==> src/rtl/fifo_pkg.sv <==
// Shared async-FIFO definitions: default geometry and gray/binary pointer conversions
// used by both the write-side and read-side pointer logic.
package fifo_pkg;

  localparam int FIFO_ADDRSIZE     = 4;
  localparam int FIFO_DSIZE        = 8;
  localparam int FIFO_AFULL_THRESH = 12;

  typedef logic [FIFO_ADDRSIZE:0] fifo_ptr_t;

  function automatic fifo_ptr_t bin2gray(input fifo_ptr_t b);
    return b ^ (b >> 1);
  endfunction

  function automatic fifo_ptr_t gray2bin_f(input fifo_ptr_t g);
    fifo_ptr_t b;
    b[FIFO_ADDRSIZE] = g[FIFO_ADDRSIZE];
    for (int i = FIFO_ADDRSIZE - 1; i >= 0; i--) begin
      b[i] = b[i+1] ^ g[i];
    end
    return b;
  endfunction

endpackage

==> src/rtl/gray2bin.sv <==
// Combinational gray-to-binary converter of arbitrary width; each binary bit is
// the XOR of all gray bits at or above its position.
module gray2bin
  import fifo_pkg::*;
#(
  parameter int W = FIFO_ADDRSIZE + 1
) (
  input  logic [W-1:0] i_gray,
  output logic [W-1:0] o_bin
);

  genvar gi;
  generate
    for (gi = 0; gi < W; gi++) begin : g_bit
      assign o_bin[gi] = ^i_gray[W-1:gi];
    end
  endgenerate

endmodule

==> src/rtl/wfifo_stream_writer.sv <==
// Write-domain front end of the async FIFO: valid/ready stream into a main+skid register
// pair driving winc/wdata. Define WFIFO_LEVEL_EN to build the wlevel/wafull occupancy logic.
module wfifo_stream_writer
  import fifo_pkg::*;
#(
  parameter int ADDRSIZE     = FIFO_ADDRSIZE,
  parameter int DSIZE        = FIFO_DSIZE,
  parameter int AFULL_THRESH = FIFO_AFULL_THRESH
) (
  input  logic                wclk,
  input  logic                wrst_n,
  input  logic                s_valid,
  input  logic [DSIZE-1:0]    s_data,
  output logic                s_ready,
  input  logic                wfull,
  input  logic [ADDRSIZE:0]   wptr,
  input  logic [ADDRSIZE:0]   wq2_rptr,
  output logic                winc,
  output logic [DSIZE-1:0]    wdata,
  output logic [ADDRSIZE:0]   wlevel,
  output logic                wafull
);

  logic             r_mv;
  logic [DSIZE-1:0] r_mdata;
  logic             r_sv;
  logic [DSIZE-1:0] r_sdata;
  logic             r_s_ready;

  logic             w_acc;
  logic             w_push;
  logic             w_mv_next;
  logic [DSIZE-1:0] w_mdata_next;
  logic             w_sv_next;
  logic [DSIZE-1:0] w_sdata_next;

  assign w_acc  = r_mv & ~wfull;
  assign w_push = s_valid & r_s_ready;

  // S only ever fills while M is stalled, so draining S into M keeps order intact.
  always_comb begin
    w_mv_next    = r_mv;
    w_mdata_next = r_mdata;
    w_sv_next    = r_sv;
    w_sdata_next = r_sdata;
    if (!r_mv || w_acc) begin
      if (r_sv) begin
        w_mv_next    = 1'b1;
        w_mdata_next = r_sdata;
        w_sv_next    = 1'b0;
      end else if (w_push) begin
        w_mv_next    = 1'b1;
        w_mdata_next = s_data;
      end else begin
        w_mv_next    = 1'b0;
      end
    end else if (w_push) begin
      w_sv_next    = 1'b1;
      w_sdata_next = s_data;
    end
  end

  always_ff @(posedge wclk) begin
    if (!wrst_n) begin
      r_mv      <= 1'b0;
      r_mdata   <= '0;
      r_sv      <= 1'b0;
      r_sdata   <= '0;
      r_s_ready <= 1'b0;
    end else begin
      r_mv      <= w_mv_next;
      r_mdata   <= w_mdata_next;
      r_sv      <= w_sv_next;
      r_sdata   <= w_sdata_next;
      r_s_ready <= ~w_sv_next;
    end
  end

  assign winc    = r_mv;
  assign wdata   = r_mdata;
  assign s_ready = r_s_ready;

`ifdef WFIFO_LEVEL_EN
  localparam logic [ADDRSIZE:0] AFULL_LVL = (ADDRSIZE + 1)'(AFULL_THRESH);

  logic [ADDRSIZE:0] w_wbin;
  logic [ADDRSIZE:0] w_rbin;
  logic [ADDRSIZE:0] w_level_next;
  logic [ADDRSIZE:0] r_wlevel;
  logic              r_wafull;

  gray2bin #(.W(ADDRSIZE + 1)) u_wptr_g2b (
    .i_gray (wptr),
    .o_bin  (w_wbin)
  );

  gray2bin #(.W(ADDRSIZE + 1)) u_rptr_g2b (
    .i_gray (wq2_rptr),
    .o_bin  (w_rbin)
  );

  // Modulo subtraction covers pointer wrap; an MSB-only difference yields full depth.
  assign w_level_next = w_wbin - w_rbin;

  always_ff @(posedge wclk) begin
    if (!wrst_n) begin
      r_wlevel <= '0;
      r_wafull <= 1'b0;
    end else begin
      r_wlevel <= w_level_next;
      r_wafull <= (w_level_next >= AFULL_LVL);
    end
  end

  assign wlevel = r_wlevel;
  assign wafull = r_wafull;
`else
  logic w_unused_ptrs;
  assign w_unused_ptrs = ^{wptr, wq2_rptr};
  assign wlevel        = '0;
  assign wafull        = 1'b0;
`endif

endmodule

==> config.mk <==
export PLATFORM = sky130hd
export DESIGN_NAME = wfifo_stream_writer
export DESIGN_NICKNAME = d
export VERILOG_FILES = /design/src/rtl/fifo_pkg.sv /design/src/rtl/gray2bin.sv /design/src/rtl/wfifo_stream_writer.sv
export SDC_FILE = /design/constraint.sdc
export NUM_CORES = 1
export LEC_CHECK = 0
export CAP_MARGIN = 25
export CORE_ASPECT_RATIO = 0.9
export CORE_UTILIZATION = 35
export CTS_CLUSTER_SIZE = 10
export DETAILED_ROUTE_END_ITERATION = 16
export GPL_TIMING_DRIVEN = 0
export HOLD_SLACK_MARGIN = 0.06
export PLACE_DENSITY = 0.76
export SLEW_MARGIN = 5
export SYNTH_ARGS = -nofsm -noshare
export SYNTH_HDL_FRONTEND = slang
export SYNTH_HIERARCHICAL = 1
export SYNTH_SLANG_ARGS = --single-unit
==> constraint.sdc <==
create_clock -name wclk -period 2.8 [get_ports wclk]
set_input_delay 0.56 -clock wclk [delete_from_list [all_inputs] [get_ports wclk]]
set_output_delay 0.56 -clock wclk [all_outputs]
set_load 0.005 [all_outputs]
Word level (Yosys, flattened, before mapping)
Index checks and enable logic that the tools add are counted.
Storage, ports and cells
  logic and storage cells: 21
  bits of input ports: 22
  output and inout bits: 16
  bits in registers: 19
Cells by class
  mux-type cells: 6
  reductions and logical operators: 5
  bitwise gates (word level): 5
Operators with widths (count)
  two-way mux 8 bit: 2
  two-way mux 1 bit: 4
  AND reduction 2 bit: 2
  inverter 1 bit: 3
  bitwise AND 1 bit: 2
  nonzero test 2 bit: 1
  zero test 1 bit: 1
  logical OR 1 bit: 1

Depth between registers and ports, before layout
  word-level depth: 5
  gate-level depth with buffers: 4

Worst setup path after synthesis
No wires, ideal clock.
  kind: input to register
  from: in s_valid
  to: reg r_mdata[0], in the netlist wdata[0]
  data required time: 2.684 ns
  data arrival time: 0.998 ns
  setup time: 0.116 ns
  stages: 3
  setup slack: 1.686 ns
  path through: a21oi_4 > a21oi_4 > o211a_1
Between the ends
  word-level cells in the longest chain between the ends: 3
RTL lines
  start, declared: line wfifo_stream_writer.sv:12  | input logic s_valid,
  bitwise AND 1 bit: line wfifo_stream_writer.sv:38  | assign w_push = s_valid & r_s_ready;
  nonzero test 2 bit (no line)
  AND reduction 2 bit (no line)
  end signal, assigned: line wfifo_stream_writer.sv:72  | r_mdata <= w_mdata_next;
  end, declared: line wfifo_stream_writer.sv:25  | logic [DSIZE-1:0] r_mdata;
Every way passes these cells.
A chain may end at the register's enable or synchronous reset.

Final worst setup path
  from: reg r_s_ready, in the netlist s_ready
  to: out s_ready
RTL lines
  start, declared: line wfifo_stream_writer.sv:28  | logic r_s_ready;
  start signal, assigned: line wfifo_stream_writer.sv:75  | r_s_ready <= ~w_sv_next;
  end, declared: line wfifo_stream_writer.sv:14  | output logic s_ready,
No word-level cell between the ends.

==> results.toml <==
[run_status]
status = "finished, final reports clean"

[die]
die-height_um = 49.3
die_area_um2 = 2690
ios = 38
die_width_um = 54.5
start_util = 0.384
num_rows = 16
core_area_um2 = 2260

[yosys]
ys_types = 18
synth-seq-cells = 19
ys_seq_area_frac = 0.437
synth_cells = 88
syn_area_um2 = 870
yosys_warnings = 6
synth.avg_cell_area_um2 = 9.88

[setup_path]
critPathBufInv = 1
crit_slowest_cell = "clkdlybuf4s50_1"
critPathKind = "reg2out"
slowest_delay_ps = 540
path_cells = "clkdlybuf4s50_1"
crit_path_max_fanout = 5
reg2reg_slack_ps = 1620
end_kind = "primary output"
cpLargestDelayFamily = "buffers and inverters"
start_kind = "register"
critPathArrivalTime_ps = 1270
cp.required_ps = 2240

[timing]
fmax_mhz = 547
hold_viol = 0
rsz0062_at_grt = "no"
finalSetupTns_ps = 0
period_share = 0.653
drv_slew = 0
whs_ps = 458
finalCriticalPeriod_ps = 1830
finalSetupViolCount = 0
finClkSkew_ps = 4.05

[detailed_routing]
vias = 698
dr.pass1.iters = 4
routed_wl_mm = 1.66
vias_per_cell = 4.85
wire_per_inst_um = 11.5
drc = 0
drt_iter0_markers = 4
ant_nets = 0

[cts]
htreeDepth = 1
clock_latency_ps = 290
post_cts_resized = 0
clk_path_buf_depth = 2
cts_root_buffer = "clkbuf_4"
cts_tree = "done"
cts_setup_buffers = 0
cts_hold_buf = 0
clk_pin_slew_worst_paths_ps = 100
clock-sinks = 19
numCtsBuffers = 3

[power_and_ir_drop]
irDropWorstVdd_v = 0.000233
power_mw = 0.505
p_per_area_nw_per_um2 = 440
cellLeakagePower_nw = 0.497

[placement]
place_congestion = 0.760
dp_cells = 140
dp_hpwl_mm = 1.25
portBuffers = 20

[layout]
drive_gt1_frac = 0.145
antenna_cells = 0
final_cells = 144
areaGrowthSynthToFinish_pct = 32.1
finalNetCount = 140
final_common_cell = "clkdlybuf4s50_1"
final_cell_mix = "clkdlybuf4s50_1 (20), dfxtp_1 (19), nand2_1 (17)"
num-fill-cells = 223

[global_routing]
grt.overflow.total = 0
grt_pass1_wl_mm = 2.91
grt_antenna_before_repair = 0
grt_pass1_vias = 699
grt_max_degree = 11
groute.usage.overall = 0.149

[flow_run]
drv_cap = 0

[min_path]
hold_class = "reg2reg"
==> registers in the layout (all words and copies together), names as in the netlist <==
signal   count
wdata        8
r_sdata      8
r_sv         1
s_ready      1
winc         1
==> synthesized netlist by cell type <==
master / count / share of area
dfxtp_1: 19 / 0.44
nand2_1: 17 / 0.073
a21boi_1: 8 / 0.069
mux2i_1: 8 / 0.092
nand3_1: 8 / 0.046
o211a_1: 8 / 0.092
buf_4: 6 / 0.052
a21oi_4: 2 / 0.037
buf_2: 2 / 0.012
buf_6: 2 / 0.026
a21boi_0: 1 / 0.0086
a21o_2: 1 / 0.010
and4_1: 1 / 0.010
clkbuf_2: 1 / 0.0057
conb_1: 1 / 0.0043
nand4_1: 1 / 0.0072
nor3b_1: 1 / 0.0086
o21a_1: 1 / 0.0086
==> area by class of cell <==
type                            count  area (um2)  share of cell area
Multi-Input combinational cell     63         425               0.370
Tap cell                           27        33.8              0.0294
Buffer                             11        82.6              0.0719
Sequential cell                    19         380               0.331
Timing Repair Buffer               20         200               0.174
Clock buffer                        4        26.3              0.0229
==> worst paths after layout <==
check        startpoint    endpoint  cells past startpoint
min reg2reg  r_sdata[6]  r_sdata[6]                      2
max reg2reg     s_ready  r_sdata[5]                      3
min          r_sdata[6]  r_sdata[6]                      2
max             s_ready     s_ready                      1
==> metrics by stage <==
step | area (um2) | util | setup slack [ps]
2_1_floorplan | 888 | - | 1690
3_3_place_gp | 1120 | 0.496 | 961
3_5_place_dp | 1120 | 0.496 | 901
4_1_cts | 1150 | 0.508 | 959
5_1_grt | 1150 | 0.508 | 891
6_report | 1150 | 0.508 | 970
==> routing by layer <==
layer,share of wire,track usage
met5,0,0
met4,0.014,0.0641
met3,0.071,0.0343
met2,0.47,0.248
met1,0.44,0.175
==> cells by family after synthesis <==
family | synth area share
AO/OA/AOI/OAI | 0.226
buffers and inverters | 0.0950
flip-flops | 0.437
multiplexers | 0.0921
other | 0.00431
AND/OR/NAND/NOR | 0.145
==> report_power, final <==
part           total, mW  leakage (nW)  internal, mW  switching (mW)
clock network      0.134        0.0150        0.0555          0.0784
logic             0.0822         0.326        0.0513          0.0309
registers          0.289         0.155         0.282         0.00760
total              0.505         0.497         0.388           0.117
Power figures use the tool's default switching activity.
